## config.mk

```make
export PLATFORM = sky130hd
export DESIGN_NAME = imuldiv_muldiv_dispatch
export DESIGN_NICKNAME = d
export VERILOG_FILES = /design/src/rtl/imuldiv_muldiv_dispatch_pkg.sv /design/src/rtl/imuldiv_muldiv_dispatch.sv
export SDC_FILE = /design/constraint.sdc
export NUM_CORES = 1
export LEC_CHECK = 0
export ABC_CLOCK_PERIOD_IN_PS = 2700
export BUFFER_PORTS_ARGS = -buffer_cell sky130_fd_sc_hd__buf_4
export CORE_AREA = 2 2 168 170
export DETAILED_ROUTE_END_ITERATION = 8
export DIE_AREA = 0 0 170 172
export PLACE_DENSITY_LB_ADDON = 0.08
export SLEW_MARGIN = 10
export SYNTH_ARGS = -nofsm -noshare
export SYNTH_HDL_FRONTEND = slang
export SYNTH_SLANG_ARGS = --single-unit
```

## constraint.sdc

```tcl
create_clock -name clk -period 2.7 [get_ports clk]
set_input_delay 0.675 -clock clk [delete_from_list [all_inputs] [get_ports clk]]
set_output_delay 0.675 -clock clk [all_outputs]
set_load 0.01 [all_outputs]
```

## src/rtl/imuldiv_muldiv_dispatch_pkg.sv

```systemverilog
// Shared definitions for the mul/div dispatch front end: function codes,
// FSM state encoding and small fn-decode helpers.
package imuldiv_muldiv_dispatch_pkg;

  // muldivreq function codes; codes above FN_REMU are undefined
  localparam logic [2:0] FN_MUL  = 3'd0;
  localparam logic [2:0] FN_DIV  = 3'd1;
  localparam logic [2:0] FN_DIVU = 3'd2;
  localparam logic [2:0] FN_REM  = 3'd3;
  localparam logic [2:0] FN_REMU = 3'd4;

  typedef enum logic [1:0] {
    ST_IDLE  = 2'd0,
    ST_ISSUE = 2'd1,
    ST_WAIT  = 2'd2,
    ST_RESP  = 2'd3
  } state_t;

  // True for codes that map onto one of the two units
  function automatic logic fn_is_legal(input logic [2:0] fn);
    return (fn <= FN_REMU);
  endfunction

  // Remainder ops return the upper word of the divider result
  function automatic logic fn_is_rem(input logic [2:0] fn);
    return (fn == FN_REM) || (fn == FN_REMU);
  endfunction

  // Signed divider ops (DIV, REM)
  function automatic logic fn_is_signed_div(input logic [2:0] fn);
    return (fn == FN_DIV) || (fn == FN_REM);
  endfunction

endpackage

```

## src/rtl/imuldiv_muldiv_dispatch.sv

```systemverilog
// Front end of the iterative mul/div unit. Accepts one request, forwards the
// latched operands to the multiplier or divider, captures the 64-bit unit
// response and holds it until upstream takes it. One transaction in flight.
module imuldiv_muldiv_dispatch
  import imuldiv_muldiv_dispatch_pkg::*;
#(
  parameter logic [63:0] ILLEGAL_RESULT = 64'd0
) (
  input  logic        clk,
  input  logic        reset,

  input  logic [2:0]  muldivreq_msg_fn,
  input  logic [31:0] muldivreq_msg_a,
  input  logic [31:0] muldivreq_msg_b,
  input  logic        muldivreq_val,
  output logic        muldivreq_rdy,

  output logic [63:0] muldivresp_msg_result,
  output logic [31:0] muldivresp_msg_word,
  output logic        muldivresp_val,
  input  logic        muldivresp_rdy,

  output logic [31:0] mulreq_msg_a,
  output logic [31:0] mulreq_msg_b,
  output logic        mulreq_val,
  input  logic        mulreq_rdy,

  input  logic [63:0] mulresp_msg_result,
  input  logic        mulresp_val,
  output logic        mulresp_rdy,

  output logic        divreq_msg_fn,
  output logic [31:0] divreq_msg_a,
  output logic [31:0] divreq_msg_b,
  output logic        divreq_val,
  input  logic        divreq_rdy,

  input  logic [63:0] divresp_msg_result,
  input  logic        divresp_val,
  output logic        divresp_rdy
);

  state_t      state_reg;
  logic [2:0]  fn_reg;
  logic [31:0] a_reg;
  logic [31:0] b_reg;
  logic [63:0] result_reg;
  logic        is_mul_reg;

  // Selected unit's handshake inputs, muxed on the registered target bit
  logic        unit_req_rdy;
  logic        unit_resp_val;
  logic [63:0] unit_resp_result;

  assign unit_req_rdy     = is_mul_reg ? mulreq_rdy         : divreq_rdy;
  assign unit_resp_val    = is_mul_reg ? mulresp_val        : divresp_val;
  assign unit_resp_result = is_mul_reg ? mulresp_msg_result : divresp_msg_result;

  // FSM plus operand latch and result capture
  always_ff @(posedge clk) begin
    if (reset) begin
      state_reg  <= ST_IDLE;
      fn_reg     <= 3'd0;
      a_reg      <= 32'd0;
      b_reg      <= 32'd0;
      result_reg <= 64'd0;
      is_mul_reg <= 1'b0;
    end else begin
      case (state_reg)
        ST_IDLE: begin
          if (muldivreq_val) begin
            fn_reg     <= muldivreq_msg_fn;
            a_reg      <= muldivreq_msg_a;
            b_reg      <= muldivreq_msg_b;
            is_mul_reg <= (muldivreq_msg_fn == FN_MUL);
            if (fn_is_legal(muldivreq_msg_fn)) begin
              state_reg <= ST_ISSUE;
            end else begin
              // Undefined op: answer directly without touching either unit
              result_reg <= ILLEGAL_RESULT;
              state_reg  <= ST_RESP;
            end
          end
        end
        ST_ISSUE: begin
          if (unit_req_rdy) begin
            state_reg <= ST_WAIT;
          end
        end
        ST_WAIT: begin
          if (unit_resp_val) begin
            result_reg <= unit_resp_result;
            state_reg  <= ST_RESP;
          end
        end
        ST_RESP: begin
          if (muldivresp_rdy) begin
            state_reg <= ST_IDLE;
          end
        end
        default: state_reg <= ST_IDLE;
      endcase
    end
  end

  // Handshake outputs decode only registered state, so none depend on inputs
  always_comb begin
    muldivreq_rdy  = (state_reg == ST_IDLE);
    muldivresp_val = (state_reg == ST_RESP);
    mulreq_val     = (state_reg == ST_ISSUE) &&  is_mul_reg;
    divreq_val     = (state_reg == ST_ISSUE) && !is_mul_reg;
    mulresp_rdy    = (state_reg == ST_WAIT)  &&  is_mul_reg;
    divresp_rdy    = (state_reg == ST_WAIT)  && !is_mul_reg;
  end

  // Operands go straight from the latch; sign handling belongs to the units
  assign mulreq_msg_a  = a_reg;
  assign mulreq_msg_b  = b_reg;
  assign divreq_msg_a  = a_reg;
  assign divreq_msg_b  = b_reg;
  assign divreq_msg_fn = fn_is_signed_div(fn_reg);

  assign muldivresp_msg_result = result_reg;
  assign muldivresp_msg_word   = fn_is_rem(fn_reg) ? result_reg[63:32] : result_reg[31:0];

endmodule

```

=== Yosys cells after proc, flatten, opt, wreduce, memory -nomap -nowiden ===
Cells that the tools add are included.

* Output and inout port bits: 231
* Input port bits: 203
* Word-level logic and storage cells: 45
* Register bits: 134

* Eq/ne operators: 11
* Mux-type cells: 14
* $lt $le $gt $ge: 1
* Reductions and logical operators: 13

{| class="wikitable"
|+ Operators by type and width
! kind !! number
|-
| 64-bit two-way mux || 4
|-
| 64-bit case mux with 2 select lines || 1
|-
| 32-bit two-way mux || 1
|-
| 2-bit two-way mux || 5
|-
| 2-bit != test, second input constant || 4
|-
| 2-bit case mux with 4 select lines || 1
|-
| 4-bit AND reduction || 2
|-
| 2-bit equality test, second input constant || 2
|-
| 1-bit logical AND || 4
|-
| 3-bit by 1-bit equality test with 1-bit output, second input constant || 1
|-
| 3-bit by 2-bit equality test with 1-bit output, second input constant || 1
|-
| 3-bit equality test, second input constant || 1
|-
| 3-bit <= comparator, second input constant || 1
|-
| 3-bit zero test || 1
|-
| 2-bit by 1-bit equality test with 1-bit output, second input constant || 1
|-
| 2-bit zero test || 1
|-
| 1-bit logical OR || 2
|-
| 1-bit two-way mux || 2
|-
| 2-bit by 1-bit != test with 1-bit output, second input constant || 1
|-
| 2-bit AND reduction || 1
|-
| 2-bit nonzero test || 1
|-
| 1-bit zero test || 1
|}

=== Logic depth before layout (Yosys ltp) ===
Gate-level depths: netlist (run 1).

* Word-level depth: 4
* Gate-level depth with buffers: 8
* Gate-level depth less buffers: 6

=== Worst setup path before layout (run 1) ===
Ideal clock, no wire load.

* Path type: register to output
* Start point: reg fn_reg[0]
* End point: out muldivresp_msg_word[10]
* Data arrival time: 1416 ps
* Path slack: 609 ps
* Stages on the path, launching flop included: 5
* Path buffers: 1
* Cells stage by stage: dfxtp_1 > nor2b_1 > a22o_1 > buf_2 > mux2_1

* Cells in the longest elaborated chain, start to end: 3
* Elaborated cells between the ends (all ways): 4
* Classes of those cells: eq/ne (2); mux (1); reduce/logical (1)

{| class="wikitable"
|+ Ends and longest elaborated chain
! what !! RTL line !! RTL
|-
| start: declaration || imuldiv_muldiv_dispatch.sv:44 || <nowiki>logic [2:0] fn_reg;</nowiki>
|-
| start signal: assignment || imuldiv_muldiv_dispatch.sv:72 || <nowiki>fn_reg <= muldivreq_msg_fn;</nowiki>
|-
| 3-bit by 2-bit equality test with 1-bit output or 3-bit equality test (tied branches) || imuldiv_muldiv_dispatch_pkg.sv:26 || <nowiki>return (fn == FN_REM) || (fn == FN_REMU);</nowiki>
|-
| 1-bit logical OR * || imuldiv_muldiv_dispatch_pkg.sv:26 ||
|-
| 32-bit two-way mux * || imuldiv_muldiv_dispatch.sv:124 || <nowiki>assign muldivresp_msg_word = fn_is_rem(fn_reg) ? result_reg[63:32] : result_reg[31:0];</nowiki>
|-
| end: declaration || imuldiv_muldiv_dispatch.sv:19 || <nowiki>output logic [31:0] muldivresp_msg_word,</nowiki>
|}

Every way passes the cells marked *; elsewhere a longest branch is shown, timed or not.

=== Final worst setup path (run 1) ===
* Start point: reg fn_reg[0]
* End point: out muldivresp_msg_word[19]

Same word-level chain as after synthesis.

==> impl_results.md, run 1 <==
- Worst Path Required: 2.03 ns
- Crit start category: flop
- Leading post-synthesis cells by cell area: dfxtp_1 (42%), mux2i_1 (10%), buf_4 (8.8%)
- Reg clk slew, reported paths: 0.06 ns
- Wire length per cell: 17.5 microns
- EDFF count, synth: 0
- Leakage dissipation: 4.57 nW
- Mean Syn Cell Area: 8.81 sq um
- Synth area leader: dfxtp_1
- Fraction of layout cells with a size suffix above 1: 45.2%
- Hold Violations, Final: 0
- Vias in the first global route: 6,201
- Max VDD drop: 0.000365 V
- Hold WC Path Type: flop to flop
- Gr usage total: 16.1%
- Root Buffer: clkbuf_16
- Final period util: 94.5%
- GPL Wtd Cong: 0.746
- Syn-to-layout area delta: 59.0%
- Final setup violation count: 0
- Distinct cells, synth: 31
- Mapped Cells: 724
- Area share of the largest cell type after synthesis: 42.0%
- Clock Tree Buf Depth: 2
- Initial core utilization: 23.2%
- I/O pins: 434
- CTS tree: done
- Chip Height: 172 microns
- Final Max Slew Viols: 0
- Core area: 27,500 sq um
- Vias per cell: 4.44
- Die footprint: 29,200 sq um
- Nets: 1,278
- PortBufs: 433
- Power density cells: 727 nW/um^2
- Total grt overflow: 0
- Most used DFF post-synth: dfxtp_1
- Number of flip-flops under the largest register name: 64
- Final Util: 36.9%
- Clock latency on the worst-skew pair: 0.42 ns
- Global-route wire length before repair: 35.9 mm
- #FFs+latches synth: 134
- Htree depth: 4
- Cts hold-fix bufs: 0
- Initial antenna violation count: 0
- Yosys warns: 0
- CP Capture Type: primary output
- Detailed placer's ending HPWL: 18.5 mm
- DRC viols: 0
- ANT cells: 0
- WP data arrival: 1.88 ns
- Post-route insts no fill: 1,428
- Fmax: 0.392 GHz
- Rel. slew slack: 45.9%
- Inserted Clock Buffers: 17
- Status: completed
- 1st-iter DRT viols: 258
- DIE WIDTH: 170 microns
- Antenna-violating nets left: 0
- # placed instances: 1,395
- Clock sinks: 134
- Setup tns final: 0 ns
- RSZ-0062 raised after global routing: false
- Clock skew: 0.0120 ns
- Least-Margin Pin Slew: 0.811 ns
- DR vias: 6,343
- Syn nets: 933
- Tmin final: 2.55 ns
- Share of synthesized flip-flops with an asynchronous set or reset: 0%
- Final WL: 25.0 mm
- Mapped Area: 6380 sq um
- Largest net degree at the start of global routing: 69
- Fill cells: 2,896
- Rows: 61
- WS Path Type: flop to primary output
- DRT Pass-1 Iters: 4
- Max Cap Viol: 0
- Register area share after synthesis: 42.0%
- CP max FO: 16
-- synthesized netlist by cell type, types with 5 or more instances --
cell and n:
mux2i_1 65, inv_1 5, mux2_1 32, dfxtp_1 134, ha_1 6, clkbuf_1 34, a21oi_1 68, nand3_1 63
nand2_1 136, buf_2 12, o31ai_1 63, buf_4 75
-- final timing paths --
kind              slack (ns)                  endpoint  cells after the start    startpoint
setup / recovery        0.15   muldivresp_msg_word[19]                      5     fn_reg[0]
hold reg to reg         0.47                 fn_reg[0]                      2     fn_reg[0]
setup reg to reg        0.75  muldivresp_msg_result[6]                      7  state_reg[1]
hold / removal          0.47                 fn_reg[0]                      2     fn_reg[0]
-- worst max-delay path: stages (launching register included) --
cell and delay, ns:
dfxtp_1 0.34, nor2b_1 0.22, a22o_4 0.20, buf_12 0.18, mux2_1 0.34, buf_4 0.15
-- layout by cell type, fill, tap and decap left out, types with 2 or more instances in the layout --
cell and count:
a21oi_1 68, and2_1 2, buf_12 6, buf_4 444, bufinv_16 2, clkbuf_1 2, clkbuf_16 18, clkinv_4 3
clkinvlp_4 4, dfxtp_1 133, ha_1 6, inv_1 5, inv_6 3, mux2_1 32, mux2i_1 65, nand2_1 134
nand2_2 2, nand3_1 63, nor2_1 3, nor2b_1 3, o21ai_0 2, o21ai_1 2, o31ai_1 63
-- power by group --
| group | switching, mW | internal, mW |
|---|---|---|
| Combinational | 1.41 | 1.17 |
| Sequential | 0.216 | 2.22 |
| Clock | 0.962 | 1.40 |
-- per-stage QoR --
stage / hold slack [ns] / instance area, sq um / power (mW) / worst slack, ns
after floorplan: 0.445 / 6380 / 3.95 / 0.609
after global placement: 0.457 / 9520 / 5.09 / 0.563
after detailed placement: 0.465 / 9520 / 5.10 / 0.507
after CTS: 0.474 / 10100 / 7.50 / 0.0390
after global routing: 0.478 / 10100 / 7.84 / 0.0474
final: 0.472 / 10100 / 7.38 / 0.148
-- per-layer routing --
layer,part of all wire (%),global-route usage [%],vias up
li1,-,-,3147
met1,41,18.5,2888
met2,50,29.0,293
met3,8.1,5.01,15
met4,1.3,4.31,0
met5,0,0,-
-- kinds of logic (layout without fill, tap and decap cells) --
group	Yosys count	in the layout	synth area share [%]
mux	98	98	16.1
fa+ha+maj	6	6	1.18
compound gates	142	142	14.1
simple gates	213	213	14.2
flops	134	134	42.0
buf+inv	131	489	12.4
-- cell type report --
| cell class | count | area (sq um) | area share, % |
|---|---|---|---|
| clock buffer | 20 | 447 | 4.40 |
| tap | 346 | 433 | 4.27 |
| timing repair buffer | 451 | 3480 | 34.3 |
| clock inverter | 12 | 143 | 1.41 |
| inverter | 6 | 22.5 | 0.222 |
| sequential | 134 | 2690 | 26.5 |
| multi-input combinational | 459 | 2940 | 28.9 |
-- repair_timing --
| action | in CTS | in global routing |
|---|---|---|
| setup endpoints to repair | 0 | 28 |
| gates resized for setup | 0 | 1 |
| setup buffers | 0 | 0 |
Note: power is estimated with default switching activity, not from simulation.
==> run 2, diff against run 1 <==
--- a/config.mk
+++ b/config.mk
@@ -6,11 +6,10 @@
 export NUM_CORES = 1
 export LEC_CHECK = 0
 export ABC_CLOCK_PERIOD_IN_PS = 2700
-export BUFFER_PORTS_ARGS = -buffer_cell sky130_fd_sc_hd__buf_4
+export BUFFER_PORTS_ARGS = -buffer_cell sky130_fd_sc_hd__buf_2
 export CORE_AREA = 2 2 168 170
 export DETAILED_ROUTE_END_ITERATION = 8
 export DIE_AREA = 0 0 170 172
-export PLACE_DENSITY_LB_ADDON = 0.08
 export SLEW_MARGIN = 10
 export SYNTH_ARGS = -nofsm -noshare
 export SYNTH_HDL_FRONTEND = slang
==> impl_results.md, run 2 (synthesis gave the netlist of run 1 again) <==
- Status: completed
- Post-CTS sizing: 0 (unchanged)
- Inserted Clock Buffers: 17 (unchanged)
- Number of flip-flops under the largest register name: 64 (unchanged)
- I/O pins: 434 (unchanged)
- Fill cells: 2,936 (+1.4%)
- Rows: 61 (unchanged)
- Least-Margin Pin Slew: 0.743 ns (-0.0679 ns)
- RSZ-0062 raised after global routing: false
- Crit start category: flop
- Detailed placer's ending HPWL: 18.0 mm (-2.8%)
- Hold Violations, Final: 0 (unchanged)
- Clock skew: 0.0133 ns (+0.00134 ns)
- Met2 usage: 27.3% (-1.7 points)
- Die footprint: 29,200 sq um (unchanged)
- Max VDD drop: 0.000325 V (-11%)
- Final Util: 32.9% (-4.0 points)
- Final WL: 23.4 mm (-6.5%)
- Grt met1 use: 17.1% (-1.5 points)
- Fmax: 0.396 GHz (+1.1%)
- Vias per cell: 4.50 (+1.4%)
- # placed instances: 1,398 (+0.22%)
- Postcts setup bufs: 0 (unchanged)
- CP Capture Type: primary output
- Clock latency on the worst-skew pair: 0.42 ns (about the same)
- DR vias: 6,439 (+1.5%)
- Final setup violation count: 0 (unchanged)
- GPL Wtd Cong: 0.817 (+9.5%)
- Chip Height: 172 microns (unchanged)
- Vias in the first global route: 5,809 (-6.3%)
- Root Buffer: clkbuf_16
- Tmin final: 2.52 ns (-0.0270 ns)
- DRC viols: 0 (unchanged)
- Final period util: 93.5% (-1.0 points)
- Syn-to-layout area delta: 41.7%
- Wire length per cell: 16.4 microns (-6.6%)
- Final Max Slew Viols: 0 (unchanged)
- ANT cells: 0 (unchanged)
- Leakage dissipation: 4.38 nW (-4.2%)
- Hold WC Path Type: flop to flop
- Most common cell after layout, fill and taps aside: buf_2
- WS Path Type: flop to primary output
- Busiest layer in global routing: met2
- Htree depth: 4 (unchanged)
- Initial antenna violation count: 1 (+1)
- Rel. slew slack: 50.5% (+4.5 points)
- Nets: 1,280 (+0.16%)
- CP max FO: 32 (+16)
- 1st-iter DRT viols: 241 (-6.6%)
- Hold WS: 0.464 ns (-0.00791 ns)
- Cts hold-fix bufs: 0 (unchanged)
- CTS tree: done
- DRT Pass-1 Iters: 4 (unchanged)
- Core area: 27,500 sq um (unchanged)
- Clock Tree Buf Depth: 2 (unchanged)
- Setup tns final: 0 ns (unchanged)
- DIE WIDTH: 170 microns (unchanged)
- Fraction of layout cells with a size suffix above 1: 45.4% (+0.19 points)
- Commonest cells after routing, fill and taps aside: buf_2 (433), nand2_1 (134), dfxtp_1 (133)
- Area post-placement: 8490 sq um (-11%)
- Antenna-violating nets left: 0 (unchanged)
- Post-route insts no fill: 1,430 (+0.14%)
- Power density cells: 765 nW/um^2 (+5.2%)
- Gr usage total: 15.1% (-1.1 points)
- Clock sinks: 134 (unchanged)
- WP data arrival: 1.85 ns (-0.03 ns)
- Largest net degree at the start of global routing: 85 (+23%)
- Worst Path Required: 2.03 ns (about the same)
- PortBufs: 433 (unchanged)
- Max Cap Viol: 0 (unchanged)
- Post-route design area: 9040 sq um (-11%)
- Reg clk slew, reported paths: 0.06 ns (about the same)
- Global-route wire length before repair: 33.4 mm (-7.0%)
- Grt met3 use: 4.90% (-0.11 points)
- Total grt overflow: 0 (unchanged)
- Initial core utilization: 23.2% (unchanged)
## run 2: final cells by class
cell class | instances | area [sq um] | area share [%]
Tap cell | 346 | 433 | 4.79
Sequential cell | 134 | 2690 | 29.7
Timing Repair Buffer | 453 | 2420 | 26.7
Clock inverter | 12 | 95.1 | 1.05
Multi-Input combinational cell | 459 | 2930 | 32.4
Clock buffer | 20 | 457 | 5.05
Inverter | 6 | 22.5 | 0.249
## run 2: through the flow
| step | worst slack (ns) | power, mW |
|---|---|---|
| after global routing | 0.0678 | 7.35 |
| after global placement | 0.601 | 4.75 |
| after CTS | 0.137 | 7.04 |
| after detailed placement | 0.593 | 4.79 |
| final | 0.175 | 6.92 |
| after floorplan | 0.609 | 3.95 |
## run 2: critical path, cell delays in order (launching register included)
cell	delay [ns]
dfxtp_1	0.35
nor2b_1	0.17
a22o_2	0.18
buf_12	0.22
mux2_1	0.34
buf_2	0.14
## run 2: layer usage
layer | part of all wire [%] | up-vias | wire length, microns
met4 | 1.1 | 2 | 260
met1 | 39 | 2967 | 9210
li1 | - | 3156 | -
met5 | 0.055 | - | 13
met3 | 8.5 | 13 | 1980
met2 | 51 | 301 | 12000
## run 2: worst paths after layout
| check | start | endpoint | slack, ns | depth (start not counted) |
|---|---|---|---|---|
| worst max-delay path | fn_reg[0] | muldivresp_msg_word[7] | 0.18 | 5 |
| worst min-delay path | divreq_msg_a[0] | divreq_msg_a[0] | 0.46 | 2 |
| worst max register to register | state_reg[0] | muldivresp_msg_result[37] | 0.73 | 8 |
| worst min register to register | divreq_msg_a[0] | divreq_msg_a[0] | 0.46 | 2 |
## run 2: report_power, final
group	total [mW]	switching (mW)	internal (mW)
registers	2.41	0.188	2.22
logic	2.30	1.41	0.888
clock network	2.21	0.974	1.24
total	6.92	2.57	4.34
==> run 3, diff against run 2 <==
--- a/config.mk
+++ b/config.mk
@@ -10,6 +10,7 @@
 export CORE_AREA = 2 2 168 170
 export DETAILED_ROUTE_END_ITERATION = 8
 export DIE_AREA = 0 0 170 172
+export RECOVER_POWER = 25
 export SLEW_MARGIN = 10
 export SYNTH_ARGS = -nofsm -noshare
 export SYNTH_HDL_FRONTEND = slang
==> impl_results.md, run 3 (synthesis gave the netlist of run 1 again) <==
- Status: completed
- CP max FO: 32 (unchanged)
- Core area: 27,500 sq um (unchanged)
- Worst Path Required: 2.03 ns (about the same)
- Final period util: 93.4% (about the same)
- Comb power frac: 32.8% (-0.5 points)
- Met1 WL: 9.30 mm (+1.0%)
- DIE WIDTH: 170 microns (unchanged)
- Clock sinks: 134 (unchanged)
- Max Cap Viol: 0 (unchanged)
- Wire length per cell: 16.5 microns (+0.45%)
- Initial core utilization: 23.2% (unchanged)
- Hold WC Path Type: flop to flop
- Initial antenna violation count: 1 (unchanged)
- Largest net degree at the start of global routing: 85 (unchanged)
- Total grt overflow: 0 (unchanged)
- Clock Tree Buf Depth: 2 (unchanged)
- Setup tns final: 0 ns (unchanged)
- CP Capture Type: primary output
- WP data arrival: 1.85 ns (about the same)
- Final Max Slew Viols: 0 (unchanged)
- Fill cells: 2,987 (+1.7%)
- Chip Height: 172 microns (unchanged)
- Inserted Clock Buffers: 17 (unchanged)
- Sw Share: 37.6% (+0.38 points)
- Clock skew: 0.0115 ns (-0.00182 ns)
- Commonest cells after routing, fill and taps aside: buf_2 (349), nand2_1 (135), dfxtp_1 (133)
- Fmax: 0.396 GHz (about the same)
- Clock latency on the worst-skew pair: 0.42 ns (about the same)
- Metal3 WL: 1.99 mm (+0.40%)
- Switching power: 2.59 mW (+0.60%)
- PortBufs: 433 (unchanged)
- Post-CTS sizing: 0 (unchanged)
- Htree depth: 4 (unchanged)
- Rel. slew slack: 43.0% (-7.5 points)
- Least-Margin Pin Slew: 0.854 ns (+0.110 ns)
- Postcts setup bufs: 0 (unchanged)
- Power density cells: 771 nW/um^2 (+0.78%)
- DR vias: 6,477 (+0.59%)
- Fraction of layout cells with a size suffix above 1: 37.5% (-7.8 points)
- Vias per cell: 4.53 (+0.59%)
- Max VDD drop: 0.000324 V (-0.46%)
- Final Util: 32.5% (-0.39 points)
- RSZ-0062 raised after global routing: false
- Most common cell after layout, fill and taps aside: buf_2
- Crit start category: flop
- Hold WS: 0.469 ns (+0.00416 ns)
- Syn-to-layout area delta: 40.0%
- Antenna-violating nets left: 0 (unchanged)
- 1st-iter DRT viols: 261 (+8.3%)
- Die footprint: 29,200 sq um (unchanged)
- Sequential group share of total power: 35.0% (+0.2 points)
- Nets: 1,280 (unchanged)
- Met2 WL: 12.0 mm (+0.19%)
- Gr usage total: 15.1% (unchanged)
- CTS tree: done
- ANT cells: 0 (unchanged)
- Internal power: 4.30 mW (-1.0%)
- Root Buffer: clkbuf_16
- Final WL: 23.5 mm (+0.45%)
- Leakage dissipation: 4.03 nW (-8.0%)
- Final setup violation count: 0 (unchanged)
- Clk pwr share: 32.2% (+0.2 points)
- WS Path Type: flop to primary output
- I/O pins: 434 (unchanged)
- Reg clk slew, reported paths: 0.06 ns (about the same)
- Rows: 61 (unchanged)
- Hold Violations, Final: 0 (unchanged)
- Number of flip-flops under the largest register name: 64 (unchanged)
- Highest routed metal layer: met5
- Global-route wire length before repair: 33.4 mm (unchanged)
- Vias in the first global route: 5,809 (unchanged)
- Detailed placer's ending HPWL: 18.0 mm (unchanged)
- DRT Pass-1 Iters: 4 (unchanged)
- Tmin final: 2.52 ns (-0.00185 ns)
- Cts hold-fix bufs: 0 (unchanged)
- DRC viols: 0 (unchanged)
- GPL Wtd Cong: 0.817 (unchanged)
[run 3: cell count changes in the layout (fill, tap and decap cells not counted), sizes merged]
| cell | previous run | this run |
|---|---|---|
| clkbuf | 20 | 104 |
| buf | 453 | 369 |
[run 3: power by group through the flow]
| stage | combinational [mW] | clock [mW] | sequential (mW) |
|---|---|---|---|
| 3_5_place_dp | 2.34 | 0 | 2.45 |
| 4_1_cts | 2.34 | 2.30 | 2.41 |
| 2_1_floorplan | 1.44 | 0 | 2.51 |
| 6_report | 2.26 | 2.22 | 2.41 |
| 5_1_grt | 2.49 | 2.38 | 2.44 |
| 3_3_place_gp | 2.31 | 0 | 2.44 |
[run 3: worst max-delay path: stages, from the launching register on]
cell and delay [ns]:
dfxtp_1 0.35, nor2b_1 0.17, a22o_2 0.18, buf_12 0.22, mux2_1 0.34, buf_2 0.14
[run 3: final cells by class]
class / instances / area, sq um / area share (%)
clock buffers: 20 / 457 / 5.11
clock inverters: 12 / 95.1 / 1.06
inverters: 6 / 22.5 / 0.252
multi-input cells: 459 / 2930 / 32.8
flip-flops and latches: 134 / 2690 / 30.1
well taps: 346 / 433 / 4.85
repair buffers: 453 / 2310 / 25.9
[run 3: routing by layer]
metal / global-route usage [%] / up-vias
met5: 0 / -
met4: 3.98 / 2
met3: 4.90 / 12
met2: 27.3 / 296
met1: 17.1 / 3015
li1: - / 3152
[run 3: through the flow]
step / area, sq um / worst slack [ns] / std cells / total power, mW
after floorplan: 6380 / 0.609 / 724 / 3.95
after global placement: 8490 / 0.601 / 1398 / 4.75
after detailed placement: 8490 / 0.593 / 1398 / 4.79
after CTS: 9040 / 0.137 / 1430 / 7.04
after global routing: 8930 / 0.0678 / 1430 / 7.31
final: 8930 / 0.177 / 1430 / 6.89
[run 3: worst paths after layout]
check / cells after the start / start / end / slack, ns
worst max register to register: 6 / state_reg[0] / divreq_msg_a[30] / 0.66
worst min register to register: 2 / divreq_msg_a[1] / divreq_msg_a[1] / 0.47
worst min-delay path: 2 / divreq_msg_a[1] / divreq_msg_a[1] / 0.47
worst max-delay path: 5 / fn_reg[0] / muldivresp_msg_word[7] / 0.18
